File: src/rtl/idli_pkg.sv
// Shared types and constants for the idli core front end.
// No logic of its own; types and a small address helper only.
// Not applicable: holds no state and applies no backpressure.
package idli_pkg;

    typedef logic [3:0]  sqi_data_t;
    typedef logic [15:0] pc_t;

    localparam logic [7:0] SQI_CMD_READ     = 8'h03;
    localparam int         SQI_ADDR_NIBBLES = 6;

    // Nibble idx (0 = most significant) of the 24b SQI byte address of word pc.
    function automatic sqi_data_t addr_nibble(input pc_t pc, input logic [2:0] idx);
        logic [23:0] addr;
        addr = {7'b0, pc, 1'b0} << {idx, 2'b00};
        return addr[23:20];
    endfunction

endpackage

File: src/rtl/idli_sqi_fetch_m.sv
// Instruction fetch: SQI READ (cmd, address, dummy) then streams nibbles to the decoder.
// Latency: nibble sampled from memory appears on o_fch_enc one cycle later.
// Backpressure: stall/redirect act only between instructions; HOLD gates the SQI clock.
module idli_sqi_fetch_m
    import idli_pkg::*;
#(
    parameter pc_t RESET_PC      = 16'h0000,
    parameter int  DUMMY_NIBBLES = 2
) (
    input  logic        i_fch_gck,
    input  logic        i_fch_rst_n,
    output logic        o_sqi_cs_n,
    output logic        o_sqi_sck_en,
    output sqi_data_t   o_sqi_data,
    output logic        o_sqi_data_oe,
    input  sqi_data_t   i_sqi_data,
    input  logic        i_fch_stall,
    input  logic        i_fch_redirect,
    input  logic [15:0] i_fch_redirect_pc,
    output sqi_data_t   o_fch_enc,
    output logic        o_fch_enc_vld,
    output logic [15:0] o_fch_pc
);

    typedef enum logic [2:0] {
        ST_IDLE,
        ST_CMD,
        ST_ADDR,
        ST_DUMMY,
        ST_STREAM,
        ST_HOLD
    } state_t;

    state_t     state;
    state_t     state_nxt;
    logic [2:0] cnt;
    logic [1:0] nib;
    pc_t        fetch_pc;
    logic       pend_vld;
    pc_t        pend_pc;

    logic       redir_req;
    pc_t        redir_pc;
    logic       in_stream;
    logic       apply_redir;
    logic       capture;
    logic       wrap;

    // A redirect arriving this cycle overrides any older pending target.
    assign redir_req   = i_fch_redirect | pend_vld;
    assign redir_pc    = i_fch_redirect ? i_fch_redirect_pc : pend_pc;
    assign in_stream   = (state == ST_STREAM) || (state == ST_HOLD);
    // Outside streaming a redirect aborts at once; inside, only at an instruction boundary.
    assign apply_redir = redir_req && (!in_stream || state == ST_HOLD || nib == 2'd0);
    // At a boundary a redirect or stall suppresses the first nibble so no instruction is split.
    assign capture     = (state == ST_STREAM) &&
                         !(nib == 2'd0 && (apply_redir || i_fch_stall));
    // Memory wrap is not trusted: force a re-address after the last word.
    assign wrap        = capture && nib == 2'd3 && fetch_pc == 16'hFFFF;

    // State register
    always_ff @(posedge i_fch_gck or negedge i_fch_rst_n) begin
        if (!i_fch_rst_n) begin
            state <= ST_IDLE;
        end else begin
            state <= state_nxt;
        end
    end

    // Next-state logic; a redirect always restarts through IDLE
    always_comb begin
        state_nxt = state;
        if (apply_redir) begin
            state_nxt = ST_IDLE;
        end else begin
            case (state)
                ST_IDLE:   state_nxt = ST_CMD;
                ST_CMD:    if (cnt == 3'd1) state_nxt = ST_ADDR;
                ST_ADDR:   if (cnt == 3'(SQI_ADDR_NIBBLES - 1)) state_nxt = ST_DUMMY;
                ST_DUMMY:  if (cnt == 3'(DUMMY_NIBBLES - 1)) state_nxt = ST_STREAM;
                ST_STREAM: begin
                    if (wrap) begin
                        state_nxt = ST_IDLE;
                    end else if (nib == 2'd0 && i_fch_stall) begin
                        state_nxt = ST_HOLD;
                    end
                end
                ST_HOLD:   if (!i_fch_stall) state_nxt = ST_STREAM;
                default:   state_nxt = ST_IDLE;
            endcase
        end
    end

    // SQI bus outputs decoded from state
    always_comb begin
        o_sqi_cs_n    = 1'b1;
        o_sqi_sck_en  = 1'b0;
        o_sqi_data_oe = 1'b0;
        o_sqi_data    = '0;
        case (state)
            ST_CMD: begin
                o_sqi_cs_n    = 1'b0;
                o_sqi_sck_en  = 1'b1;
                o_sqi_data_oe = 1'b1;
                o_sqi_data    = (cnt == 3'd0) ? SQI_CMD_READ[7:4] : SQI_CMD_READ[3:0];
            end
            ST_ADDR: begin
                o_sqi_cs_n    = 1'b0;
                o_sqi_sck_en  = 1'b1;
                o_sqi_data_oe = 1'b1;
                o_sqi_data    = addr_nibble(fetch_pc, cnt);
            end
            ST_DUMMY: begin
                o_sqi_cs_n    = 1'b0;
                o_sqi_sck_en  = 1'b1;
            end
            ST_STREAM: begin
                o_sqi_cs_n    = 1'b0;
                o_sqi_sck_en  = capture;
            end
            ST_HOLD: begin
                o_sqi_cs_n    = 1'b0;
            end
            default: begin
                o_sqi_cs_n    = 1'b1;
            end
        endcase
    end

    // Phase counter for CMD/ADDR/DUMMY and nibble counter for STREAM
    always_ff @(posedge i_fch_gck or negedge i_fch_rst_n) begin
        if (!i_fch_rst_n) begin
            cnt <= 3'd0;
            nib <= 2'd0;
        end else begin
            if (state_nxt != state) begin
                cnt <= 3'd0;
            end else if (state == ST_CMD || state == ST_ADDR || state == ST_DUMMY) begin
                cnt <= cnt + 3'd1;
            end
            if (capture) begin
                nib <= nib + 2'd1;
            end
        end
    end

    // Fetch PC and pending redirect target
    always_ff @(posedge i_fch_gck or negedge i_fch_rst_n) begin
        if (!i_fch_rst_n) begin
            fetch_pc <= RESET_PC;
            pend_vld <= 1'b0;
            pend_pc  <= '0;
        end else begin
            if (apply_redir) begin
                fetch_pc <= redir_pc;
                pend_vld <= 1'b0;
            end else begin
                if (capture && nib == 2'd3) begin
                    fetch_pc <= fetch_pc + 16'd1;
                end
                if (i_fch_redirect) begin
                    pend_vld <= 1'b1;
                    pend_pc  <= i_fch_redirect_pc;
                end
            end
        end
    end

    // Registered decoder stream; PC tag follows the instruction's first nibble
    always_ff @(posedge i_fch_gck or negedge i_fch_rst_n) begin
        if (!i_fch_rst_n) begin
            o_fch_enc     <= '0;
            o_fch_enc_vld <= 1'b0;
            o_fch_pc      <= RESET_PC;
        end else begin
            o_fch_enc_vld <= capture;
            if (capture) begin
                o_fch_enc <= i_sqi_data;
            end
            if (capture && nib == 2'd0) begin
                o_fch_pc <= fetch_pc;
            end
        end
    end

endmodule
File: config.mk
export PLATFORM = sky130hd
export DESIGN_NAME = idli_sqi_fetch_m
export DESIGN_NICKNAME = d
export VERILOG_FILES = /design/src/rtl/idli_pkg.sv /design/src/rtl/idli_sqi_fetch_m.sv
export SDC_FILE = /design/constraint.sdc
export NUM_CORES = 1
export LEC_CHECK = 0
export CAP_MARGIN = 20
export CORE_MARGIN = 2
export CORE_UTILIZATION = 54
export DETAILED_ROUTE_END_ITERATION = 16
export PLACE_DENSITY = 0.89
export SYNTH_ARGS = -nofsm -noshare
export SYNTH_HDL_FRONTEND = slang
export SYNTH_SLANG_ARGS = --single-unit
File: constraint.sdc
create_clock -name i_fch_gck -period 2.3 [get_ports i_fch_gck]
set_input_delay 0.345 -clock i_fch_gck [delete_from_list [all_inputs] [get_ports i_fch_gck]]
set_output_delay 0.345 -clock i_fch_gck [all_outputs]
set_load 0.1 [all_outputs]
==> results.md, run 1 <==
## Outcome
* complete, but fails checks — outcome
* negative hold slack — failing checks

## STA
* 2224 ps — final critical delay including setup and external delays
* 0 — number of endpoints failing setup at the final stage
* 449.6 MHz — fmax
* yes — RSZ-0062 raised after global routing
* -14.88 ps — worst hold margin
* 60.74% — remaining max-slew budget at the tightest pin
* 12 — Final Hold Vio Count
* 6.667 ps — clock skew after layout
* 0 — Max Transition Viols Final
* 588.9 ps — Slew @ Worst Pin
* 96.70% — share of the clock period used by the worst path after layout

## Worst setup path
* 1960 ps — data required time of the worst path
* flop to output pin — path type of the worst setup path
* 460 ps — Max stage delay on crit path
* 7 — number of cell instances on the worst register-to-register path
* sky130_fd_sc_hd__or3b_4 — highest-delay cell along the critical path
* nib[0]$_DFFE_PN0P_ — Crit Reg-Reg Startpoint
* 5 — highest net fanout along the worst path
* output pin — CP Capture Type
* 1880 ps — data arrival time of the worst path
* 200 ps — reg-to-reg setup timing slack
* o_sqi_data[0] — timing endpoint of the critical path
* pend_pc[4]$_DFFE_PN0N_ — destination of the worst register-to-register timing path
* flop — kind of start point of the critical path
* or3b_4, nor2_1, a211oi_1, a31oi_4, buf_12 — series of cell instances along the critical path
* state[1]$_DFF_PN0_ — worst setup path startpoint

## Power and ir drop
* 1.934 nW — cell leakage power
* 2.507 mW — internal power summed over all cells
* 22.0% — proportion of power drawn by the clock network
* 33.9% — sequential power share
* 44.1% — proportion of power drawn by combinational gates
* 0.8401 mV — highest ir drop seen on vdd
* 4.363 mW — Total Power
* 42.54% — Switching Fraction
* 1.856 mW — Sw Pwr
* 1002 mW/mm^2 — pwr dens

## Layout
* 0 — antenna diode count
* 411 — Final #Nets
* 28.52% — layout overhead on the synthesized area
* 33.16% — share of final-layout standard cells stronger than drive strength 1
* 72.66% — utilization after layout

## Synthesis
* sky130_fd_sc_hd__dfrtp_1, sky130_fd_sc_hd__mux2_2, sky130_fd_sc_hd__mux2i_1 — ranking of synthesized cells by area
* sky130_fd_sc_hd__dfrtp_1 — top_reg_cell synth
* 10.75 um^2 — mean cell area of the mapped netlist
* 0 — Synthesis Warnings
* sky130_fd_sc_hd__dfrtp_1 — dominant cell type by area after synthesis
* 0 — number of enable-type register cells in the synthesized netlist
* 62 — FF+latch count, synth
* 45.81% — sequential share of the synthesized area
* 345 — Net Count, Synth
* 315 — Synth Instances
* 52 — number of distinct library cell variants in the gate-level netlist after synthesis
* 0.003387 mm^2 — post-synthesis cell area
* 100.0% — fraction of registers with async set or reset after synthesis
* 45.81% — area share of the largest cell type after synthesis

## Run
* 0 — number of maximum-capacitance constraint violations

## Global routing
* 13430 um — global-route wire length before repair
* 2731 — via count of the first global-routing pass
* 0 — Congestion Overflow GR
* 0 — initial antenna violation count
* 38 — largest net degree at the start of global routing
* 24.30% — overall fraction of global-route tracks in use

## Clock tree
* 9 — CTS buffer count
* 62 — Sink Count
* 3 — total number of H-tree levels
* sky130_fd_sc_hd__clkbuf_8 — master cell of the clock root buffer
* 2 — Longest Clk Path Bufs
* 70 ps — CTS clk-pin slew, worst paths
* 350 ps — Clock Latency Late Sink
* 0 — hold-fix buffers at CTS
* yes — CTS tree

## Min path
* input port to async pin — Min-Delay Path Class

## Routing
* 2802 — total number of vias
* 7979 um — WL final
* 6.078 — Via-to-Cell Ratio
* 17.31 um — detailed-route wire length per cell
* 5 — first-pass detailed-route iteration total
* 0 — number of remaining DRC errors
* 165 — DRC marker count from the first detailed-route iteration
* 0 — Final ANT Viol Nets

## Floorplan
* 0.006921 mm^2 — total die area
* 56.54% — starting density of the core
* 0.005991 mm^2 — total core area
* 52 — top-level I/O count
* 28 — standard-cell rows
* 83.20 um — die boundary width
* 83.20 um — floorplan die height

## Placed design
* 51 — count of buffers inserted at the top-level ports
* 5671 um — final HPWL from detailed placement
* 0.9125 — final estimated routing congestion in global placement

==> flip-flops by register name, summed over array words and instances (netlist names) <==
signal / flops
cnt: 3
fetch_pc: 16
nib: 2
o_fch_enc: 4
o_fch_enc_vld: 1
o_fch_pc: 16
pend_pc: 16
pend_vld: 1
state: 3
==> power by group through the flow <==
stage                     logic (mW)  clock network, mW  registers, mW
after detailed placement        1.85                  0           1.49
after global routing            2.02               1.01           1.50
after CTS                       1.91              0.974           1.47
after floorplan                 1.10                  0           1.64
final                           1.92              0.961           1.48
after global placement          1.82                  0           1.48
==> synth_stat cells, types with 3 or more instances <==
cell type                  instances
sky130_fd_sc_hd__dfrtp_1          62
sky130_fd_sc_hd__mux2_2           41
sky130_fd_sc_hd__mux2i_1          17
sky130_fd_sc_hd__nand2_1          14
sky130_fd_sc_hd__nor2_1           13
sky130_fd_sc_hd__a21oi_1          11
sky130_fd_sc_hd__nor3_1           10
sky130_fd_sc_hd__clkbuf_1          9
sky130_fd_sc_hd__nand4_1           9
sky130_fd_sc_hd__o21ai_0           9
sky130_fd_sc_hd__nand3_1           8
sky130_fd_sc_hd__buf_1             7
sky130_fd_sc_hd__ha_1              6
sky130_fd_sc_hd__inv_1             6
sky130_fd_sc_hd__nor2b_1           6
sky130_fd_sc_hd__a211oi_1          5
sky130_fd_sc_hd__o31ai_1           5
sky130_fd_sc_hd__a31oi_1           4
sky130_fd_sc_hd__buf_2             4
sky130_fd_sc_hd__nor4_1            4
sky130_fd_sc_hd__o211ai_1          4
sky130_fd_sc_hd__or4_1             4
sky130_fd_sc_hd__xnor2_1           4
sky130_fd_sc_hd__a211o_1           3
sky130_fd_sc_hd__a21o_1            3
sky130_fd_sc_hd__and2_1            3
sky130_fd_sc_hd__and3_1            3
sky130_fd_sc_hd__and4_1            3
sky130_fd_sc_hd__nand3b_1          3
sky130_fd_sc_hd__o22a_1            3
sky130_fd_sc_hd__or2_2             3
sky130_fd_sc_hd__or3_1             3
sky130_fd_sc_hd__xor2_1            3
==> per-stage QoR <==
step	TNS, ps	cell area [um^2]	hold slack, ps	std cells	setup slack [ps]
after floorplan	-219.6	3407	49.41	315	-219.6
after global placement	0	4121	382.1	443	112.5
after detailed placement	0	4121	387.1	443	90.79
after CTS	0	4339	8.919	461	77.68
after global routing	-5.631	4353	46.23	461	-5.631
final	0	4353	-14.88	461	76.01
==> kinds of logic (layout without fill, tap and decap cells) <==
| family | Yosys count | after routing | synth area share [%] |
|---|---|---|---|
| and+or+nand+nor | 93 | 93 | 15.44 |
| DFF | 62 | 62 | 45.81 |
| xor gates and xnor gates | 7 | 7 | 1.810 |
| muxes | 58 | 58 | 18.66 |
| AOI/OAI and AO/OA | 62 | 62 | 12.82 |
| buffers and inverters | 27 | 98 | 3.251 |
| adders and majority gates | 6 | 6 | 2.216 |
==> layout make-up <==
cell class                      instances  area (um^2)
Tap cell                               75        93.84
Fill cell                             422         1638
Timing Repair Buffer                   76        723.2
Clock inverter                          7        75.07
Multi-Input combinational cell        226         1760
Sequential cell                        62         1554
Clock buffer                            9        123.9
Inverter                                6        22.52
==> critical path: cells and delay by family (launching register included) <==
kind	cells	cell delay (ps)
flip-flops	1	430
AND/OR/NAND/NOR	2	620
buffers and inverters	1	190
AO/OA/AOI/OAI	2	290
==> worst min-delay path by stage <==
stage | slack [ps] | startpoint | depth (start not counted) | end
after floorplan | 50 | i_fch_rst_n | 0 | cnt[0]$_DFFE_PN0P_
after global placement | 380 | i_fch_rst_n | 1 | pend_pc[5]$_DFFE_PN0N_
after detailed placement | 390 | i_fch_rst_n | 1 | pend_pc[4]$_DFFE_PN0N_
after CTS | 9 | i_fch_rst_n | 1 | pend_pc[4]$_DFFE_PN0N_
after global routing | 50 | i_fch_rst_n | 1 | pend_pc[4]$_DFFE_PN0N_
final | -10 | i_fch_rst_n | 1 | pend_pc[4]$_DFFE_PN0N_
==> routing by layer <==
layer | wire length (um) | global-route usage (%) | vias to the layer above
met5 | 0 | 0 | -
met4 | 199 | 11.62 | 0
met3 | 399 | 4.771 | 23
met2 | 3776 | 37.39 | 115
met1 | 3604 | 33.16 | 1349
li1 | - | - | 1315
==> timing repair <==
action                     4_1_cts  5_1_grt
setup buffers                    2        0
setup endpoints to repair        1        3
gates resized for setup          2        4
pin swaps                        0        0
==> layout by cell type (no fill, tap or decap), types with 9 or more instances in the layout <==
master / n
sky130_fd_sc_hd__nand2_1: 13
sky130_fd_sc_hd__dfrtp_1: 60
sky130_fd_sc_hd__clkbuf_8: 9
sky130_fd_sc_hd__clkdlybuf4s50_1: 22
sky130_fd_sc_hd__nor3_1: 10
sky130_fd_sc_hd__mux2i_1: 17
sky130_fd_sc_hd__buf_4: 45
sky130_fd_sc_hd__nand4_1: 9
sky130_fd_sc_hd__nor2_1: 11
sky130_fd_sc_hd__a21oi_1: 11
sky130_fd_sc_hd__mux2_2: 41
Power figures use the tool's default switching activity.
==> run 2: changes to the inputs <==
- CORE_ASPECT_RATIO: not set -> 1.25
==> run 2 against run 1 <==
The flow now finishes without violations; cell count up 2.2%; flip-flop and latch count unchanged; clock skew rose by 0.97 ps; register-to-register slack lost 30 ps; combinational power hardly changed; final area increased by 0.32%; worst hold slack better by 520 ps; sequential power is essentially flat; critical path type unchanged; largest cell class unchanged.
==> results.md, run 2 (synthesis gave the netlist of run 1 again) <==
## Outcome
* finished clean — outcome

## Clock tree
* 2 — Longest Clk Path Bufs, unchanged
* 60 ps — CTS clk-pin slew, worst paths, about the same
* yes — CTS tree
* 62 — Sink Count, unchanged
* 9 — CTS buffer count, unchanged
* 350 ps — Clock Latency Late Sink, about the same
* sky130_fd_sc_hd__clkbuf_8 — master cell of the clock root buffer
* 3 — total number of H-tree levels, unchanged

## Worst setup path
* output pin — CP Capture Type
* sky130_fd_sc_hd__dfrtp_2 — highest-delay cell along the critical path
* buf_4, nor2_2, nand2_2, o31ai_2, a211o_1, buf_12 — series of cell instances along the critical path
* 2 — number of buffer and inverter instances along the worst setup path, +1
* flop — kind of start point of the critical path
* 170 ps — reg-to-reg setup timing slack, -30 ps
* pend_pc[7]$_DFFE_PN0N_ — destination of the worst register-to-register timing path
* flip-flops — CP top delay family
* 7 — number of cell instances on the worst register-to-register path, unchanged
* 1960 ps — data required time of the worst path, about the same
* 6 — Stages on worst setup path, +1
* 460 ps — Max stage delay on crit path, about the same
* o_sqi_data[1] — timing endpoint of the critical path
* 9 — highest net fanout along the worst path, +4
* nib[0]$_DFFE_PN0P_ — Crit Reg-Reg Startpoint
* state[0]$_DFF_PN0_ — worst setup path startpoint
* 1880 ps — data arrival time of the worst path, about the same
* flop to output pin — path type of the worst setup path

## Floorplan
* 55.29% — starting density of the core, -1.2 points
* 52 — top-level I/O count, unchanged
* 74.84 um — die boundary width, -10%
* 32 — standard-cell rows, +14%
* 0.006926 mm^2 — total die area, about the same
* 92.55 um — floorplan die height, +11%
* 0.006126 mm^2 — total core area, +2.3%

## Global routing
* 0 — Congestion Overflow GR, unchanged
* 13440 um — global-route wire length before repair, +0.10%
* 0 — initial antenna violation count, unchanged
* 25.71% — overall fraction of global-route tracks in use, +1.4 points
* 26 — largest net degree at the start of global routing, -32%
* 2815 — via count of the first global-routing pass, +3.1%

## STA
* 0 — Max Transition Viols Final, unchanged
* 7.639 ps — clock skew after layout, +0.9720 ps
* 0 — number of endpoints failing setup at the final stage, unchanged
* 0 — Final Hold Vio Count, -12
* 2225 ps — final critical delay including setup and external delays, +0.8065 ps
* 544.6 ps — Slew @ Worst Pin, -44.31 ps
* 501.0 ps — worst hold margin, +515.9 ps
* 449.5 MHz — fmax, about the same
* yes — RSZ-0062 raised after global routing
* 96.73% — share of the clock period used by the worst path after layout, about the same
* 63.69% — remaining max-slew budget at the tightest pin, +3.0 points

## Layout
* sky130_fd_sc_hd__dfrtp_1 — most common cell after layout, fill and taps aside
* 33.68% — share of final-layout standard cells stronger than drive strength 1, +0.52 points
* 411 — Final #Nets, unchanged
* 428 — fill cell instance count of the final layout, +1.4%
* sky130_fd_sc_hd__dfrtp_1, sky130_fd_sc_hd__buf_4, sky130_fd_sc_hd__mux2_2 — most used cells in the layout excluding fill and tap cells
* 28.93% — layout overhead on the synthesized area
* 0 — antenna diode count, unchanged
* fetch_pc: 16 flops, o_fch_pc: 16 flops, pend_pc: 16 flops — biggest regs

## Run
* 0 — number of maximum-capacitance constraint violations, unchanged

## Placed design
* 0.9734 — final estimated routing congestion in global placement, +6.7%
* 5834 um — final HPWL from detailed placement, +2.9%
* 51 — count of buffers inserted at the top-level ports, unchanged

## Routing
* 281 — DRC marker count from the first detailed-route iteration, +70%
* 8033 um — WL final, +0.68%
* 0 — Final ANT Viol Nets, unchanged
* 4 — first-pass detailed-route iteration total, -1
* 5.970 — Via-to-Cell Ratio, -1.8%
* 0 — number of remaining DRC errors, unchanged
* 17.06 um — detailed-route wire length per cell, -1.5%
* 2812 — total number of vias, +0.36%

## Min path
* flop to flop — Min-Delay Path Class

## Power and ir drop
* 1.940 nW — cell leakage power, +0.33%
* 992.8 mW/mm^2 — pwr dens, -0.94%
* 4.335 mW — Total Power, -0.62%
* 0.6068 mV — highest ir drop seen on vdd, -28%

-- run 2: cell count changes in the layout (fill, tap and decap cells not counted), sizes merged --
cell	delta
clkbuf	+3
clkinvlp	-3
buf	-1
dlygate4sd3	+1
-- run 2: power by group --
part           internal (mW)  switching (mW)
logic                  0.725            1.17
clock network          0.554           0.402
registers               1.27           0.218
total                   2.55            1.79
-- run 2: final cells by class --
cell class	instances	area [um^2]	area share, %
Clock buffer	12	155.1	3.553
Clock inverter	4	45.04	1.032
Inverter	6	22.52	0.5158
Multi-Input combinational cell	226	1769	40.52
Sequential cell	62	1555	35.62
Tap cell	85	106.4	2.436
Timing Repair Buffer	76	713.2	16.33
-- run 2: stage by stage --
stage          setup TNS [ps]  worst slack (ps)  instances  utilization (%)  cell area (um^2)
3_5_place_dp                0             41.74        453            67.28              4121
4_1_cts                     0             15.28        470            70.91              4344
3_3_place_gp                0             118.6        453            67.28              4121
6_report                    0             75.20        471            71.28              4367
2_1_floorplan          -219.6            -219.6        315                -              3407
5_1_grt                -53.04            -30.85        471            71.28              4367
-- run 2: routing by layer --
metal,routed length [um],global-route usage [%]
met1,3260,31.89
met4,217,11.46
met2,4132,41.89
met3,422,5.985
met5,0,0
-- run 2: repair_timing --
action,CTS,global route
gates resized for setup,5,5
hold endpoints to repair,23,0
buffers inserted,0,1
hold buffers,1,0
setup endpoints to repair,2,7
pin swaps,0,0
-- run 2: worst min-delay path by stage --
| stage | startpoint | slack, ps | cells past startpoint | end |
|---|---|---|---|---|
| detailed placement | i_fch_rst_n | 360 | 1 | pend_pc[7]$_DFFE_PN0N_ |
| global placement | i_fch_rst_n | 350 | 1 | pend_pc[13]$_DFFE_PN0N_ |
| CTS | pend_pc[4]$_DFFE_PN0N_ | 500 | 1 | pend_pc[4]$_DFFE_PN0N_ |
| finish | pend_pc[4]$_DFFE_PN0N_ | 500 | 1 | pend_pc[4]$_DFFE_PN0N_ |
| floorplan | i_fch_rst_n | 50 | 0 | cnt[0]$_DFFE_PN0P_ |
| global route | pend_pc[4]$_DFFE_PN0N_ | 520 | 1 | pend_pc[4]$_DFFE_PN0N_ |
==> run 3: changes to the inputs <==
- GPL_ROUTABILITY_DRIVEN: not set -> 0
- PLACE_DENSITY: 0.89 -> not set
- PLACE_DENSITY_LB_ADDON: not set -> 0.2
==> run 3 against run 2 <==
First-iteration DRC count decreased by 41%; worst hold slack got worse by 480 ps; non-clock buffer count increased by 2; flip-flop and latch count unchanged; via count decreased by 1.7%; combinational power about the same; cell count increased by 0.42%; maximum frequency increased by 0.66%; count of clock-buffer cells in the layout unchanged.
==> results.md, run 3 (synthesis gave the netlist of run 1 again) <==
## Worst setup path
* output pin — CP Capture Type
* 1870 ps — data arrival time of the worst path, about the same
* input port to output pin — path type of the worst setup path
* input port — kind of start point of the critical path
* 5 — highest net fanout along the worst path, -4
* sky130_fd_sc_hd__clkdlybuf4s50_1 — highest-delay cell along the critical path
* 500 ps — Max stage delay on crit path, +40 ps
* clkdlybuf4s50_1, o31ai_1, buf_4, nand2_1, o21ai_2, buf_12 — series of cell instances along the critical path
* 5 — number of cell instances on the worst register-to-register path, -2
* 1960 ps — data required time of the worst path, about the same

## Layout
* sky130_fd_sc_hd__dfrtp_1, sky130_fd_sc_hd__buf_4, sky130_fd_sc_hd__mux2_2 — most used cells in the layout excluding fill and tap cells
* 0.001774 mm^2 — area occupied by multi-input gates, +0.28%
* 0.001556 mm^2 — footprint of the flip-flops and latches, about the same
* 413 — Final #Nets, +0.49%
* fetch_pc: 16 flops, o_fch_pc: 16 flops, pend_pc: 16 flops — biggest regs
* 462 — fill cell instance count of the final layout, +7.9%
* 0 — antenna diode count, unchanged
* 29.44% — layout overhead on the synthesized area
* 34.79% — share of final-layout standard cells stronger than drive strength 1, +1.1 points
* 71.57% — utilization after layout, +0.29 points
* 0.004384 mm^2 — final standard cell area without fillers, +0.40%
* sky130_fd_sc_hd__dfrtp_1 — most common cell after layout, fill and taps aside

## Global routing
* 24.27% — overall fraction of global-route tracks in use, -1.4 points
* 12710 um — global-route wire length before repair, -5.4%
* 2724 — via count of the first global-routing pass, -3.2%
* 0 — Congestion Overflow GR, unchanged
* 38 — largest net degree at the start of global routing, +46%
* 0 — initial antenna violation count, unchanged

## Routing
* 4 — first-pass detailed-route iteration total, unchanged
* 5.846 — Via-to-Cell Ratio, -2.1%
* 15.91 um — detailed-route wire length per cell, -6.7%
* 0 — number of remaining DRC errors, unchanged
* 2765 — total number of vias, -1.7%
* 7527 um — WL final, -6.3%
* 0 — Final ANT Viol Nets, unchanged
* 167 — DRC marker count from the first detailed-route iteration, -41%

## Clock tree
* 70 ps — CTS clk-pin slew, worst paths, about the same
* sky130_fd_sc_hd__clkbuf_8 — master cell of the clock root buffer
* yes — CTS tree
* 340 ps — Clock Latency Late Sink, about the same
* 3 — total number of H-tree levels, unchanged
* 62 — Sink Count, unchanged
* 9 — CTS buffer count, unchanged
* 0 — hold-fix buffers at CTS, -1
* 2 — Longest Clk Path Bufs, unchanged

## Floorplan
* 52 — top-level I/O count, unchanged
* 0.006926 mm^2 — total die area, unchanged
* 55.29% — starting density of the core, unchanged
* 74.84 um — die boundary width, unchanged
* 0.006126 mm^2 — total core area, unchanged
* 92.55 um — floorplan die height, unchanged
* 32 — standard-cell rows, unchanged

## STA
* 0 — Final Hold Vio Count, unchanged
* 57.91% — remaining max-slew budget at the tightest pin, -5.8 points
* 96.09% — share of the clock period used by the worst path after layout, -0.64 points
* 452.5 MHz — fmax, +0.66%
* 0 — Max Transition Viols Final, unchanged
* 631.4 ps — Slew @ Worst Pin, +86.80 ps
* 9.883 ps — clock skew after layout, +2.244 ps
* no — RSZ-0062 raised after global routing
* 0 — number of endpoints failing setup at the final stage, unchanged
* 2210 ps — final critical delay including setup and external delays, -14.63 ps

## Placed design
* 0.004141 mm^2 — dpl cell area, +0.49%
* 5597 um — final HPWL from detailed placement, -4.1%
* 51 — count of buffers inserted at the top-level ports, unchanged

## Min path
* input port to async pin — Min-Delay Path Class

## Run
* 0 — number of maximum-capacitance constraint violations, unchanged

## Power and ir drop
* 974.1 mW/mm^2 — pwr dens, -1.9%
* 1.935 nW — cell leakage power, -0.25%
* 0.7065 mV — highest ir drop seen on vdd, +16%

## Outcome
* finished clean — outcome

[run 3: worst paths after layout]
path | startpoint | endpoint | slack (ps)
min reg2reg | pend_pc[6]$_DFFE_PN0N_ | pend_pc[6]$_DFFE_PN0N_ | 500
max | i_fch_redirect | o_sqi_sck_en | 90
min | i_fch_rst_n | pend_vld$_DFFE_PN0P_ | 20
max in group asynchronous | i_fch_rst_n | fetch_pc[1]$_DFFE_PN0P_ | 1660
min in group i_fch_gck | pend_pc[6]$_DFFE_PN0N_ | pend_pc[6]$_DFFE_PN0N_ | 500
max reg2reg | state[0]$_DFF_PN0_ | fetch_pc[11]$_DFFE_PN0P_ | 180
[run 3: layout make-up]
cell class                 instances  area share [%]
sequential                        62           35.50
clock inverter                     4          0.7135
inverter                           6          0.5137
timing repair buffer              78           16.84
multi-input combinational        226           40.47
tap                               85           2.426
clock buffer                      12           3.539
[run 3: report_power, final]
group	internal, mW	switching [mW]
clock network	0.451	0.425
logic	0.750	1.17
registers	1.27	0.208
[run 3: timing repair]
action	in CTS	in global routing
resized for setup	6	6
setup endpoints to repair	3	3
pin swaps	0	1
buffers inserted	0	3
[run 3: per-layer routing]
metal | track usage, % | vias up | wire [um]
li1 | - | 1321 | -
met1 | 31.17 | 1358 | 3248
met2 | 37.94 | 64 | 3764
met3 | 5.332 | 22 | 267
met4 | 12.35 | 0 | 246
met5 | 0 | - | 0
[run 3: worst max-delay path: cells and delay by family]
kind,cells,cell delay [ps]
simple gates,1,90
buf+inv,3,890
compound gates,2,540
[run 3: stage by stage]
step | hold slack, ps | std cells | setup TNS, ps | total power [mW] | worst slack (ps)
global route | 55.22 | 473 | 0 | 4.491 | 5.601
finish | 19.09 | 473 | 0 | 4.271 | 89.83
floorplan | 49.41 | 315 | -219.6 | 2.746 | -219.6
CTS | 27.98 | 470 | 0 | 4.253 | 10.77
detailed placement | 397.7 | 454 | 0 | 3.358 | 23.30
global placement | 393.3 | 454 | 0 | 3.313 | 49.97
==> RTL change (config.mk and constraints of run 1) <==
The 6 states of `state_t` get a one-hot encoding in 6 bits.
--- a/src/rtl/idli_sqi_fetch_m.sv
+++ b/src/rtl/idli_sqi_fetch_m.sv
@@ -24,9 +24,9 @@
 
-    typedef enum logic [2:0] {
-        ST_IDLE,
-        ST_CMD,
-        ST_ADDR,
-        ST_DUMMY,
-        ST_STREAM,
-        ST_HOLD
+    typedef enum logic [5:0] {
+        ST_IDLE   = 6'b000001,
+        ST_CMD    = 6'b000010,
+        ST_ADDR   = 6'b000100,
+        ST_DUMMY  = 6'b001000,
+        ST_STREAM = 6'b010000,
+        ST_HOLD   = 6'b100000
     } state_t;
Check against the original RTL: same outputs for any inputs over 10 cycles, from zero or initial values and one cycle with i_fch_rst_n low; not proved beyond that.
==> RTL change against run 1 <==
- the flow still finishes with violations (hold timing)
- highest routed layer unchanged
- worst hold slack improved by 0.0052 ns
- synthesized area rose by 9.0%
- largest cell class unchanged
- sequential cell count rose by 3
- clock skew barely moved
- cell area rose by 8.4%
- routed wire length rose by 14%
- worst setup slack got worse by 0.022 ns
- die area rose by 8.5%
- sequential share of layout area fell by 1.0 points
Power is not compared: it rests on default switching activity, and its combinational part moved more than twofold at a synthesized area within 25%.
==> RTL change: results <==
[grt]
grt.total_usage_pct = 25.5
grt_pass1_wl_um = 14800
grt_pass1_vias = 3099
grt_max_degree = 42

[layout]
fill_cells = 504
final_nets = 466
drive_gt1_share_pct = 31.5

[yosys]
synth_area_leaders = "dfrtp_1 43%, mux2_2 9.2%, mux2i_1 5.4%, nand2_1 3.6%, a21oi_1 2.3%"
synth_mux_area_share_pct = 14.9
synth-adder-area-share_pct = 2.03
synthDistinctLibCells = 61
ys_seq_area_share_pct = 44.1
synth_xor_area_share_pct = 3.08
synthTopCellsByCount = "64 x dfrtp_1, 35 x nand2_1, 30 x mux2_2"
syn_nets = 396
synth_compound_area_share_pct = 14.3

[worst_setup_path]
slowest_stage = "dfrtp_2"
critical_path.max_stage_delay_ns = 0.48
critPathMaxFanout = 8
worst_ep_arrival_time_ns = 1.90

[sta]
final.setup_skew_ns = 0.00672
tightest_slew_ns = 0.587
hold_violations = 24
hold_ws_ns = -0.00964

[routing]
drtIter0Drc = 232
dr.pass1.iters = 5
vias_per_cell = 5.95
wirelength_um = 9130

[run_status]
outcome = "finished with violations"
violations = "hold timing"

[place]
hpwlAfterDp_um = 6520
gp_congestion = 0.961

[min_path]
hold_path_class = "input pin to async pin"
-- RTL change: cell types whose count changed after synthesis, sizes merged, moves of 6 or more --
cell   before  now
a21oi      11   17
mux2       41   31
nand2      14   37
nand3       8   14
nor2       13   23
nor2b       6   12
o21ai       9   15
xor2        3    9
-- RTL change: through the flow --
step	setup slack [ns]	area, um^2	cells
after detailed placement	0.0247	4420	496
final	0.0538	4720	521
after global routing	-0.00567	4720	521
after CTS	0.00329	4630	514
after floorplan	-0.113	3720	366
after global placement	0.0876	4420	496
-- RTL change: what timing repair did --
action / 4_1_cts / 5_1_grt
gates resized for setup: 5 / 10
setup endpoints to repair: 3 / 3
buffers inserted: 2 / 7
pin swaps: 1 / 5
-- RTL change: final cells by class --
type	instances	area (um^2)	share of cell area (%)
clock inverters	5	38.8	0.822
well taps	80	100	2.12
repair buffers	85	798	16.9
flip-flops and latches	65	1640	34.7
inverters	10	38.8	0.822
multi-input cells	265	1960	41.6
clock buffers	11	141	3.00
-- RTL change: logic make-up after synthesis --
logic type | count (synthesis)
AO/OA/AOI/OAI | 74
multiplexers | 51
adder cells (fa/ha/maj) | 6
flip-flops | 65
buffers and inverters | 36
XOR/XNOR | 13
AND/OR/NAND/NOR | 121
-- RTL change: path summary, 6_finish.rpt --
kind	start	end	slack [ns]	depth (start not counted)
max in group asynchronous	i_fch_rst_n	state[0]	1.62	2
hold / removal	i_fch_rst_n	pend_pc[10]	-0.01	1
setup / recovery	state[2]	o_sqi_sck_en	0.05	5
min in group i_fch_gck	o_fch_enc[0]	o_fch_enc[0]	0.49	2
hold reg to reg	o_fch_enc[0]	o_fch_enc[0]	0.49	2
setup reg to reg	cnt[1]	cnt[1]	0.24	8
-- RTL change: layer usage --
metal  GRT usage, %  part of all wire, %  up-vias
met5              0                    0        -
met4           12.9                  2.5        0
met3           3.81                  4.6       24
met2           42.2                   51      119
met1           32.4                   42     1493
li1               -                    -     1466
-- RTL change: where the power goes --
part           internal [uW]  switching [uW]
Combinational            426             524
Sequential              1260             137
Clock                    426             462
Total                   2110            1120
-- RTL change: worst max-delay path: cells and delay by family, from the launching register on --
kind	cells	cell delay [ns]
AOI/OAI and AO/OA	1	0.30
xor gates and xnor gates	1	0.17
buffers and inverters	2	0.40
and+or+nand+nor	1	0.19
DFF	1	0.48
